[src/rtl/tile_map_addresser_if.sv]
// Scan-position, map-write and tile-result signals between the tile addresser and its neighbours.
interface tile_map_addresser_if;
    logic        startOfFrame;
    logic [10:0] pixelX;
    logic [10:0] pixelY;
    logic [10:0] scrollX;
    logic        levelLoad;
    logic        wrReq;
    logic [4:0]  wrCol;
    logic [3:0]  wrRow;
    logic [1:0]  wrType;
    logic        wrAck;
    logic        busy;
    logic [10:0] offsetX;
    logic [10:0] offsetY;
    logic [1:0]  Tile_type;
    logic        insideMap;

    modport master (
        output startOfFrame, pixelX, pixelY, scrollX, levelLoad,
        output wrReq, wrCol, wrRow, wrType,
        input  wrAck, busy, offsetX, offsetY, Tile_type, insideMap
    );

    modport slave (
        input  startOfFrame, pixelX, pixelY, scrollX, levelLoad,
        input  wrReq, wrCol, wrRow, wrType,
        output wrAck, busy, offsetX, offsetY, Tile_type, insideMap
    );
endinterface

[src/rtl/tile_map_addresser.sv]
// Scroll-wrapped scan position -> tile offsets/type from an internal map; 2-cycle read latency, writes held until wrAck.
// Map writes wait while a level load runs; TILE_MAP_GRID_DEBUG_EN forces floor type on tile borders.
module tile_map_addresser #(
    parameter int TILE_X_BITS = 6,
    parameter int TILE_Y_BITS = 5,
    parameter int MAP_COLS    = 20,
    parameter int MAP_ROWS    = 15,
    parameter int SCREEN_W    = 640
) (
    input logic                 clk,
    input logic                 reset,
    tile_map_addresser_if.slave bus
);
    localparam int MAP_SIZE = MAP_COLS * MAP_ROWS;
    localparam int IDX_W    = $clog2(MAP_SIZE);
    localparam int COL_W    = $clog2(MAP_COLS);
    localparam int ROW_W    = $clog2(MAP_ROWS);
    localparam int WORLD_W  = MAP_COLS << TILE_X_BITS;
    localparam int MAP_H    = MAP_ROWS << TILE_Y_BITS;

    typedef enum logic {LOAD, IDLE} state_t;

    state_t           state;
    logic [IDX_W-1:0] load_idx;
    logic [COL_W-1:0] load_col;
    logic [ROW_W-1:0] load_row;
    logic [1:0]       load_dat;

    logic [1:0]       map_mem [MAP_SIZE];
    logic             mem_we;
    logic [IDX_W-1:0] mem_waddr;
    logic [1:0]       mem_wdat;

    logic             wr_accept;
    logic             wr_in_range;
    logic [10:0]      wr_addr_full;

    logic [10:0]      scroll_lat;
    logic [11:0]      sum_x;
    logic [11:0]      world_x;
    logic             vld_n;
    logic [10:0]      rd_addr_full;

    logic                   s1_vld;
    logic [IDX_W-1:0]       s1_addr;
    logic [TILE_X_BITS-1:0] s1_offx;
    logic [TILE_Y_BITS-1:0] s1_offy;
    logic [1:0]             tile_n;

    // Default level: floor along the bottom row, a gift every fourth column just above it.
    always_comb begin
        load_dat = 2'b00;
        if (load_row == ROW_W'(MAP_ROWS - 1)) begin
            load_dat = 2'b01;
        end else if (load_row == ROW_W'(MAP_ROWS - 2) && load_col[1:0] == 2'd2) begin
            load_dat = 2'b10;
        end
    end

    // A held request is only re-accepted once the previous ack has dropped.
    always_comb begin
        wr_accept    = (state == IDLE) && bus.wrReq && !bus.wrAck && !bus.levelLoad;
        wr_in_range  = (bus.wrCol < 5'(MAP_COLS)) && (bus.wrRow < 4'(MAP_ROWS));
        wr_addr_full = 11'(bus.wrRow) * 11'(MAP_COLS) + 11'(bus.wrCol);
    end

    always_comb begin
        mem_we    = 1'b0;
        mem_waddr = load_idx;
        mem_wdat  = load_dat;
        if (state == LOAD) begin
            mem_we = 1'b1;
        end else if (wr_accept && wr_in_range) begin
            mem_we    = 1'b1;
            mem_waddr = IDX_W'(wr_addr_full);
            mem_wdat  = bus.wrType;
        end
    end

    always_ff @(posedge clk) begin
        if (mem_we) begin
            map_mem[mem_waddr] <= mem_wdat;
        end
    end

    always_ff @(posedge clk or posedge reset) begin
        if (reset) begin
            state     <= LOAD;
            load_idx  <= '0;
            load_col  <= '0;
            load_row  <= '0;
            bus.busy  <= 1'b1;
            bus.wrAck <= 1'b0;
        end else begin
            bus.wrAck <= wr_accept;
            case (state)
                LOAD: begin
                    if (load_idx == IDX_W'(MAP_SIZE - 1)) begin
                        state    <= IDLE;
                        bus.busy <= 1'b0;
                    end else begin
                        load_idx <= load_idx + 1'b1;
                        if (load_col == COL_W'(MAP_COLS - 1)) begin
                            load_col <= '0;
                            load_row <= load_row + 1'b1;
                        end else begin
                            load_col <= load_col + 1'b1;
                        end
                    end
                end
                IDLE: begin
                    if (bus.levelLoad) begin
                        state    <= LOAD;
                        bus.busy <= 1'b1;
                        load_idx <= '0;
                        load_col <= '0;
                        load_row <= '0;
                    end
                end
                default: state <= LOAD;
            endcase
        end
    end

    always_ff @(posedge clk or posedge reset) begin
        if (reset) begin
            scroll_lat <= '0;
        end else if (bus.startOfFrame) begin
            scroll_lat <= (bus.scrollX < 11'(WORLD_W)) ? bus.scrollX : '0;
        end
    end

    // One subtraction suffices for every on-screen column; off-screen results are discarded via vld.
    always_comb begin
        sum_x        = {1'b0, bus.pixelX} + {1'b0, scroll_lat};
        world_x      = (sum_x >= 12'(WORLD_W)) ? sum_x - 12'(WORLD_W) : sum_x;
        vld_n        = (bus.pixelX < 11'(SCREEN_W)) && (bus.pixelY < 11'(MAP_H));
        rd_addr_full = 11'(bus.pixelY[10:TILE_Y_BITS]) * 11'(MAP_COLS)
                     + 11'(world_x[11:TILE_X_BITS]);
    end

    always_ff @(posedge clk or posedge reset) begin
        if (reset) begin
            s1_vld  <= 1'b0;
            s1_addr <= '0;
            s1_offx <= '0;
            s1_offy <= '0;
        end else begin
            s1_vld  <= vld_n;
            s1_addr <= vld_n ? IDX_W'(rd_addr_full) : '0;
            s1_offx <= world_x[TILE_X_BITS-1:0];
            s1_offy <= bus.pixelY[TILE_Y_BITS-1:0];
        end
    end

    always_comb begin
        tile_n = (s1_vld && !bus.busy) ? map_mem[s1_addr] : 2'b00;
`ifdef TILE_MAP_GRID_DEBUG_EN
        if (s1_vld && (s1_offx == '0 || s1_offy == '0)) begin
            tile_n = 2'b01;
        end
`endif
    end

    always_ff @(posedge clk or posedge reset) begin
        if (reset) begin
            bus.Tile_type <= 2'b00;
            bus.offsetX   <= '0;
            bus.offsetY   <= '0;
            bus.insideMap <= 1'b0;
        end else begin
            bus.Tile_type <= tile_n;
            bus.offsetX   <= 11'(s1_offx);
            bus.offsetY   <= 11'(s1_offy);
            bus.insideMap <= s1_vld;
        end
    end
endmodule

[src/flat_wrapper.sv]
// flat-port wrapper written by rule: the top's interface ports become plain ports
module tile_map_addresser_flat 
#(
    parameter int TILE_X_BITS = 6,
    parameter int TILE_Y_BITS = 5,
    parameter int MAP_COLS    = 20,
    parameter int MAP_ROWS    = 15,
    parameter int SCREEN_W    = 640
)
  (clk, reset, bus_startOfFrame, bus_pixelX, bus_pixelY, bus_scrollX, bus_levelLoad, bus_wrReq, bus_wrCol, bus_wrRow, bus_wrType, bus_wrAck, bus_busy, bus_offsetX, bus_offsetY, bus_Tile_type, bus_insideMap);
  tile_map_addresser_if bus_i ();
  input logic clk;
  input logic reset;
  input wire logic [$bits(bus_i.startOfFrame)-1:0] bus_startOfFrame;
  input wire logic [$bits(bus_i.pixelX)-1:0] bus_pixelX;
  input wire logic [$bits(bus_i.pixelY)-1:0] bus_pixelY;
  input wire logic [$bits(bus_i.scrollX)-1:0] bus_scrollX;
  input wire logic [$bits(bus_i.levelLoad)-1:0] bus_levelLoad;
  input wire logic [$bits(bus_i.wrReq)-1:0] bus_wrReq;
  input wire logic [$bits(bus_i.wrCol)-1:0] bus_wrCol;
  input wire logic [$bits(bus_i.wrRow)-1:0] bus_wrRow;
  input wire logic [$bits(bus_i.wrType)-1:0] bus_wrType;
  output wire logic [$bits(bus_i.wrAck)-1:0] bus_wrAck;
  output wire logic [$bits(bus_i.busy)-1:0] bus_busy;
  output wire logic [$bits(bus_i.offsetX)-1:0] bus_offsetX;
  output wire logic [$bits(bus_i.offsetY)-1:0] bus_offsetY;
  output wire logic [$bits(bus_i.Tile_type)-1:0] bus_Tile_type;
  output wire logic [$bits(bus_i.insideMap)-1:0] bus_insideMap;
  assign bus_i.startOfFrame = bus_startOfFrame;
  assign bus_i.pixelX = bus_pixelX;
  assign bus_i.pixelY = bus_pixelY;
  assign bus_i.scrollX = bus_scrollX;
  assign bus_i.levelLoad = bus_levelLoad;
  assign bus_i.wrReq = bus_wrReq;
  assign bus_i.wrCol = bus_wrCol;
  assign bus_i.wrRow = bus_wrRow;
  assign bus_i.wrType = bus_wrType;
  assign bus_wrAck = bus_i.wrAck;
  assign bus_busy = bus_i.busy;
  assign bus_offsetX = bus_i.offsetX;
  assign bus_offsetY = bus_i.offsetY;
  assign bus_Tile_type = bus_i.Tile_type;
  assign bus_insideMap = bus_i.insideMap;
  tile_map_addresser #(.TILE_X_BITS(TILE_X_BITS), .TILE_Y_BITS(TILE_Y_BITS), .MAP_COLS(MAP_COLS), .MAP_ROWS(MAP_ROWS), .SCREEN_W(SCREEN_W)) u_core (.clk(clk), .reset(reset), .bus(bus_i));
endmodule
[config.mk]
export PLATFORM = sky130hd
export DESIGN_NAME = tile_map_addresser_flat
export DESIGN_NICKNAME = d
export VERILOG_FILES = /design/src/rtl/tile_map_addresser_if.sv /design/src/rtl/tile_map_addresser.sv /design/src/flat_wrapper.sv
export SDC_FILE = /design/constraint.sdc
export NUM_CORES = 1
export LEC_CHECK = 0
export CAP_MARGIN = 10
export CORE_MARGIN = 8
export CORE_UTILIZATION = 55
export CTS_BUF_LIST = sky130_fd_sc_hd__clkbuf_8
export CTS_CLUSTER_DIAMETER = 100
export DETAILED_ROUTE_END_ITERATION = 10
export MAX_ROUTING_LAYER = met4
export PLACE_DENSITY = 0.75
export SKIP_CTS_REPAIR_TIMING = 1
export SLEW_MARGIN = 5
export SYNTH_ARGS = -nofsm -noshare
export SYNTH_HDL_FRONTEND = slang
export SYNTH_SLANG_ARGS = --single-unit
[constraint.sdc]
create_clock -name clk -period 21.7 [get_ports clk]
set_input_delay 2.17 -clock clk [delete_from_list [all_inputs] [get_ports clk]]
set_output_delay 2.17 -clock clk [all_outputs]
set_load 0.02 [all_outputs]
==> results of run 1 <==
-- worst reg2reg max path: stages, from the launching register on --
cell       delay [ns]
dfrtp_1          0.39
ha_1             0.22
fa_1             0.41
a21o_1           0.18
a21oi_2          0.21
o21ai_0          0.12
o41ai_1          0.33
xnor2_1          0.28
ha_1             0.22
nand2_1          0.05
or4_4            0.43
a2111oi_4        0.38
a21oi_2          0.12
a22oi_1          0.19
ha_1             0.21
inv_1            0.06
fa_1             0.40
nor2b_1          0.15
o21ai_0          0.09
nand2b_1         0.10
nand3_1          0.10
xnor2_1          0.16
nor2_1           0.06
-- power groups by stage --
stage	combinational [mW]	sequential, mW	clock [mW]
final	0.128	1.40	0.982
after global placement	0.126	1.42	0
after floorplan	0.0875	1.42	0
after global routing	0.141	1.40	1.05
after detailed placement	0.128	1.42	0
after CTS	0.129	1.40	0.998
-- final cells by class --
cell class | count | area (um^2) | share of cell area
Clock buffer | 109 | 1500 | 0.04730
Clock inverter | 77 | 426.7 | 0.01345
Inverter | 32 | 121.4 | 0.003826
Multi-Input combinational cell | 966 | 8279 | 0.2610
Sequential cell | 667 | 19700 | 0.6212
Tap cell | 680 | 850.8 | 0.02682
Timing Repair Buffer | 90 | 835.8 | 0.02635
-- synthesized netlist by cell type (6+ instances only) --
master / number
buf_1: 6
clkbuf_1: 36
mux2i_1: 36
xor2_1: 13
a21o_1: 13
o211ai_1: 9
inv_1: 31
o221ai_1: 9
buf_4: 24
o22ai_1: 8
a21oi_1: 19
nand3_1: 19
nor3_1: 14
xnor2_1: 14
nor2_1: 341
nand2b_1: 7
o22a_1: 6
buf_2: 42
and2_1: 7
a221oi_1: 12
dfrtp_1: 66
mux4_2: 154
nand4_1: 6
nand3b_1: 7
ha_1: 36
mux2_2: 17
edfxtp_1: 600
nor2b_1: 14
nand2_1: 74
o21ai_0: 46
-- metrics by stage --
step                      hold WS, ns  utilization
after detailed placement       0.3364       0.5807
after floorplan                0.3312            -
after CTS                      0.3515       0.6183
after global placement         0.3336       0.5807
after global routing           0.3575       0.6183
final                          0.3502       0.6183
-- cells by family after synthesis --
| kind of cell | Yosys count | synth area share |
|---|---|---|
| flops | 667 | 0.6894 |
| simple gates | 517 | 0.07673 |
| mux | 207 | 0.1407 |
| compound gates | 163 | 0.04152 |
| buf+inv | 142 | 0.02396 |
| fa+ha+maj | 41 | 0.01927 |
| xor+xnor | 27 | 0.008278 |
| other cells | 1 | 0.0001313 |
-- sequential cells by signal (all words and copies together) (netlist names), 2 cells and up --
register / flops
u_core.map_mem: 600
u_core.bus.Tile_type: 2
u_core.s1_offx: 6
u_core.bus.offsetX: 6
u_core.s1_offy: 5
u_core.bus.offsetY: 5
u_core.load_col: 5
u_core.load_idx: 9
u_core.scroll_lat: 11
u_core.s1_addr: 9
u_core.load_row: 4
-- final timing paths --
check,startpoint,endpoint,slack (ns),cells after the start
max,bus_pixelX[0],u_core.s1_addr[8],15.18,23
max reg2reg,u_core.scroll_lat[0],u_core.s1_addr[8],16.72,22
min,u_core.s1_offx[5],u_core.bus.offsetX[5],0.35,0
min in group asynchronous,reset,u_core.bus.offsetY[2],1.86,2
min reg2reg,u_core.s1_offx[5],u_core.bus.offsetX[5],0.35,0
max in group asynchronous,reset,u_core.s1_addr[1],18.82,3
-- routing by layer --
layer / global-route usage / vias up / wire length [um]
li1: - / 6983 / -
met1: 0.2850 / 8288 / 25060
met2: 0.3612 / 738 / 32000
met3: 0.04158 / 115 / 4939
met4: 0.06397 / 0 / 1524
met5: - / - / 0
==> impl_metrics.py, run 1 <==
metrics = {
    "timing": {
        "final.setup.tns_ns": 0,
        "layout_min_cycle_time_ns": 6.521,
        "max_freq_mhz": 153.3,
        "finalWorstSetupSlack_ns": 15.18,
        "max_slew_margin": 0.1921,
        "worst_slew_pin_slew_ns": 1.209,
        "setup_viol": 0,
        "finClkSkew_ns": 0.02702,
        "rsz0062_at_grt": "no",
        "drv_slew": 0,
        "post-route-period-util": 0.3005,
        "hold_viol": 0,
    },
    "clock_network": {
        "cts_root_buf": "clkbuf_8",
        "cts.reportedPaths.clkPinSlew_ns": 0.06,
        "cts_tree": "built",
        "clock_latency_ns": 0.68,
        "h-tree-depth": 3,
        "cts_made_buffers": 103,
        "clock-sinks": 667,
        "clk_path_buf_depth": 3,
    },
    "yosys": {
        "seq_area_frac_synth": 0.6894,
        "async_reset_ff_frac": 0.1004,
        "ys_warn_count": 0,
        "ys_types": 69,
        "yosys-top-cells-area": "edfxtp_1 (63%), mux4_2 (12%), dfrtp_1 (5.8%)",
        "syn_inst": 1765,
        "syn_avg_cell_area_um2": 16.19,
        "yosysTopAreaCell": "edfxtp_1",
        "synth_area_um2": 28570,
        "synth_top_area_frac": 0.6307,
        "synth_edf_count": 600,
        "ys.flop_type": "edfxtp_1",
        "ys_ff_latch": 667,
    },
    "detailed_routing": {
        "drc": 0,
        "finalWirelength_mm": 63.52,
        "vias": 16124,
        "wire_per_inst_um": 24.23,
        "viasPerCell": 6.152,
        "first_pass_iters": 5,
        "final_antenna_net_count": 0,
        "drt_iter0_markers": 1682,
    },
    "die": {
        "design.die.area_um2": 59490,
        "core-area_um2": 51300,
        "ios": 76,
        "start_util": 0.5569,
        "rows": 83,
        "die_h_um": 243.9,
        "die_w_um": 243.9,
    },
    "critical_path": {
        "crit_path_end_kind": "register",
        "crit_path_frequent_cell": "ha_1",
        "cp-start-kind": "primary input",
        "crit_buf_inv": 2,
        "crit_chain": "clkdlybuf4s50_1 -> ha_1 -> fa_1 -> a21o_1 -> a21oi_2 -> o21ai_0 -> o41ai_1 -> xnor2_1 -> ha_1 -> nand2_1 -> or4_4 -> a2111oi_4 -> a21oi_2 -> a22oi_1 -> ha_1 -> inv_1 -> fa_1 -> nor2b_1 -> o21ai_0 -> nand2b_1 -> nand3_1 -> xnor2_1 -> nor2_1",
        "critPathSlowestCell": "or4_4",
        "cp_slowest_stage_delay_ns": 0.43,
        "cp.required_ns": 22.24,
        "worstSetupPathType": "in -> reg",
        "worstPathMaxFanout": 5,
        "cp_data_arrival_time_ns": 7.06,
        "cp_top_family": "compound AO/OA/AOI/OAI gates",
    },
    "global_routing": {
        "first_global_vias": 17112,
        "antenna_found_initial": 0,
        "grt_max_degree": 120,
        "grt_usage": 0.2216,
        "grt_pass1_wl_mm": 99.54,
        "grt_overflow_total": 0,
    },
    "final_layout": {
        "final_cells": 2621,
        "area_delta_synth_final_pct": 11.02,
        "diodes": 0,
        "drive_above_1_share": 0.1824,
        "final_area_um2": 31720,
        "nets": 1950,
        "final_cell_mix": "edfxtp_1 (600), nor2_1 (341), mux4_2 (154)",
        "mostFrequentLayoutCell": "edfxtp_1",
        "fill_cells": 3718,
    },
    "placement": {
        "gp_congestion": 0.8019,
        "hpwl_mm": 38.25,
        "place_inst": 2435,
        "port_buffers": 64,
        "place_area_um2": 29790,
        "dp_slack_ns": 14.54,
    },
    "power_and_ir_drop": {
        "powerDensity_nw_per_um2": 79.08,
        "pwr-share-clk": 0.391,
        "power_mw": 2.508,
        "p_seq_frac": 0.557,
        "switching_share": 0.2203,
        "pwr-share-comb": 0.051,
        "internal_power_mw": 1.956,
        "power_switching_uw": 552.5,
        "irDropWorstVdd_v": 0.00009118,
        "leakagePower_nw": 8.518,
    },
    "run_status": {
        "outcome": "finished clean",
    },
    "flow_run": {
        "max-cap-violations": 0,
    },
    "worst_hold_path": {
        "hold_path_class": "reg -> reg",
    },
}
Power figures use the tool's default switching activity.
==> run 2: changes to the inputs <==
Settings changed: PLACE_DENSITY 0.75 to 0.72.
Clock period 21.7 ns to 6.6 ns, I/O delays scaled along.
==> run 2 against run 1 <==
  * Global-route usage shrank 0.25 points
  * Utilization hardly changed
  * Die area did not move
  * Non-clock buffer count is 1 lower
  * Hold slack worse by 0.0021 ns
  * Worst setup slack got worse by 14 ns
  * Design area about the same
  * Wire length down 0.44%
  * Register-to-register slack got worse by 15 ns
  * Combinational power grew to 3.3 times the previous value
  * Cell count decreased by 0.50%
  * First-iteration DRC count shrank 0.95%
==> impl_metrics.py, run 2 (same netlist as run 1, synthesis figures left out) <==
metrics = {
    "critical_path": {
        "worstSetupPathType": "in -> reg",
        "regToRegStartpoint": "u_core.scroll_lat[0]",
        "worstPathMaxFanout": 5,
        "critPathSlowestCell": "or4_4",
        "crit_path_frequent_cell": "ha_1",
        "cp-start-kind": "primary input",
        "cp_slowest_stage_delay_ns": 0.43,
        "crit_chain": "clkdlybuf4s50_1 -> ha_1 -> fa_1 -> a21o_1 -> a21oi_2 -> o21ai_0 -> o41ai_1 -> xnor2_1 -> ha_1 -> nand2_1 -> or4_4 -> a2111oi_4 -> a21oi_2 -> a22oi_1 -> ha_1 -> inv_1 -> fa_1 -> nor2b_1 -> o21ai_0 -> nand2b_1 -> nand3_1 -> xnor2_1 -> nor2_1",
        "cp.required_ns": 7.15,
        "reg2regPathDepth": 22,
        "crit_path_end_kind": "register",
        "cp.depth": 23,
        "critPathLaunch": "bus_pixelX[0]",
        "cp_top_family": "compound AO/OA/AOI/OAI gates",
        "crit_buf_inv": 2,
        "cp_data_arrival_time_ns": 5.63,
    },
    "timing": {
        "drv_slew": 0,
        "hold_viol": 0,
        "max_freq_mhz": 196.6,
        "setup_viol": 0,
        "layout_min_cycle_time_ns": 5.087,
        "max_slew_margin": 0.2063,
        "finClkSkew_ns": 0.02169,
        "rsz0062_at_grt": "no",
        "final.setup.tns_ns": 0,
        "post-route-period-util": 0.7707,
        "worst_slew_pin_slew_ns": 1.188,
    },
    "die": {
        "die_w_um": 243.9,
        "core-area_um2": 51300,
        "rows": 83,
        "design.die.area_um2": 59490,
        "die_h_um": 243.9,
        "ios": 76,
        "start_util": 0.5569,
    },
    "worst_hold_path": {
        "worstHoldStart": "u_core.s1_offy[2]",
        "holdPathStages": 0,
        "hold_path_class": "reg -> reg",
    },
    "global_routing": {
        "gr-usage-met1": 0.2922,
        "grt_max_degree": 209,
        "antenna_found_initial": 0,
        "use_met3": 0.04464,
        "grt_pass1_wl_mm": 96.81,
        "grt-busiest-layer": "met2",
        "grt_usage": 0.2191,
        "first_global_vias": 16539,
        "use_met2": 0.3371,
        "grt_overflow_total": 0,
    },
    "final_layout": {
        "area_delta_synth_final_pct": 11.04,
        "nets": 1948,
        "mostFrequentLayoutCell": "edfxtp_1",
        "final_cell_mix": "edfxtp_1 (600), nor2_1 (341), mux4_2 (154)",
        "largest_reg_flops": 600,
        "drive_above_1_share": 0.1821,
        "fill_cells": 3759,
        "diodes": 0,
        "top_register": "u_core.map_mem",
        "top_regs": "u_core.map_mem x600, u_core.scroll_lat x11",
    },
    "detailed_routing": {
        "drc": 0,
        "vias": 16051,
        "wire_per_inst_um": 24.25,
        "viasPerCell": 6.155,
        "first_pass_iters": 5,
        "final_antenna_net_count": 0,
        "drt_iter0_markers": 1666,
        "finalWirelength_mm": 63.24,
    },
    "clock_network": {
        "clock-sinks": 667,
        "h-tree-depth": 3,
        "cts_made_buffers": 102,
        "clock_latency_ns": 0.68,
        "clk_path_buf_depth": 3,
        "cts_root_buf": "clkbuf_8",
        "cts.reportedPaths.clkPinSlew_ns": 0.06,
        "cts_tree": "built",
    },
    "power_and_ir_drop": {
        "irDropWorstVdd_v": 0.0002426,
        "leakagePower_nw": 8.488,
        "power_mw": 8.212,
        "powerDensity_nw_per_um2": 258.9,
    },
    "placement": {
        "gp_congestion": 0.8449,
        "hpwl_mm": 38.41,
        "port_buffers": 64,
    },
    "flow_run": {
        "max-cap-violations": 0,
    },
    "run_status": {
        "outcome": "finished clean",
    },
}
run 2: worst paths after layout:
kind	endpoint	slack (ns)
max	u_core.s1_addr[8]	1.51
min	u_core.bus.offsetY[2]	0.35
max in group asynchronous	u_core.s1_addr[4]	5.14
max reg2reg	u_core.s1_addr[8]	1.53
min reg2reg	u_core.bus.offsetY[2]	0.35
min in group asynchronous	u_core.bus.offsetY[0]	0.43
run 2: cell type report:
class / instances / area [um^2] / share of cell area
tap: 680 / 850.8 / 0.02682
clock buffer: 112 / 1541 / 0.04859
inverter: 32 / 120.1 / 0.003787
timing repair buffer: 89 / 890.9 / 0.02808
sequential: 667 / 19700 / 0.6211
multi-input combinational: 966 / 8279 / 0.2610
clock inverter: 62 / 335.3 / 0.01057
run 2: stage by stage:
stage / utilization / instances / setup WS (ns) / area, um^2 / hold WS, ns
after floorplan: - / 1775 / -1.227 / 28640 / 0.3312
after global placement: 0.5818 / 2434 / 0.9992 / 29840 / 0.3338
after detailed placement: 0.5818 / 2434 / 0.8603 / 29840 / 0.3347
after CTS: 0.6183 / 2608 / 1.540 / 31720 / 0.3506
after global routing: 0.6183 / 2608 / 1.107 / 31720 / 0.3539
final: 0.6183 / 2608 / 1.513 / 31720 / 0.3481
run 2: report_power, final:
part | internal [mW] | total [mW] | switching (mW) | leakage, nW
registers | 4.57 | 4.60 | 0.0280 | 4.99
clock network | 1.66 | 3.19 | 1.53 | 1.07
logic | 0.184 | 0.425 | 0.241 | 2.44
run 2: per-layer routing:
| layer | wire length, um | vias up |
|---|---|---|
| met2 | 30440 | 692 |
| met3 | 4993 | 131 |
| met4 | 1921 | 0 |
| met5 | 0 | - |
| met1 | 25880 | 8244 |
| li1 | - | 6984 |
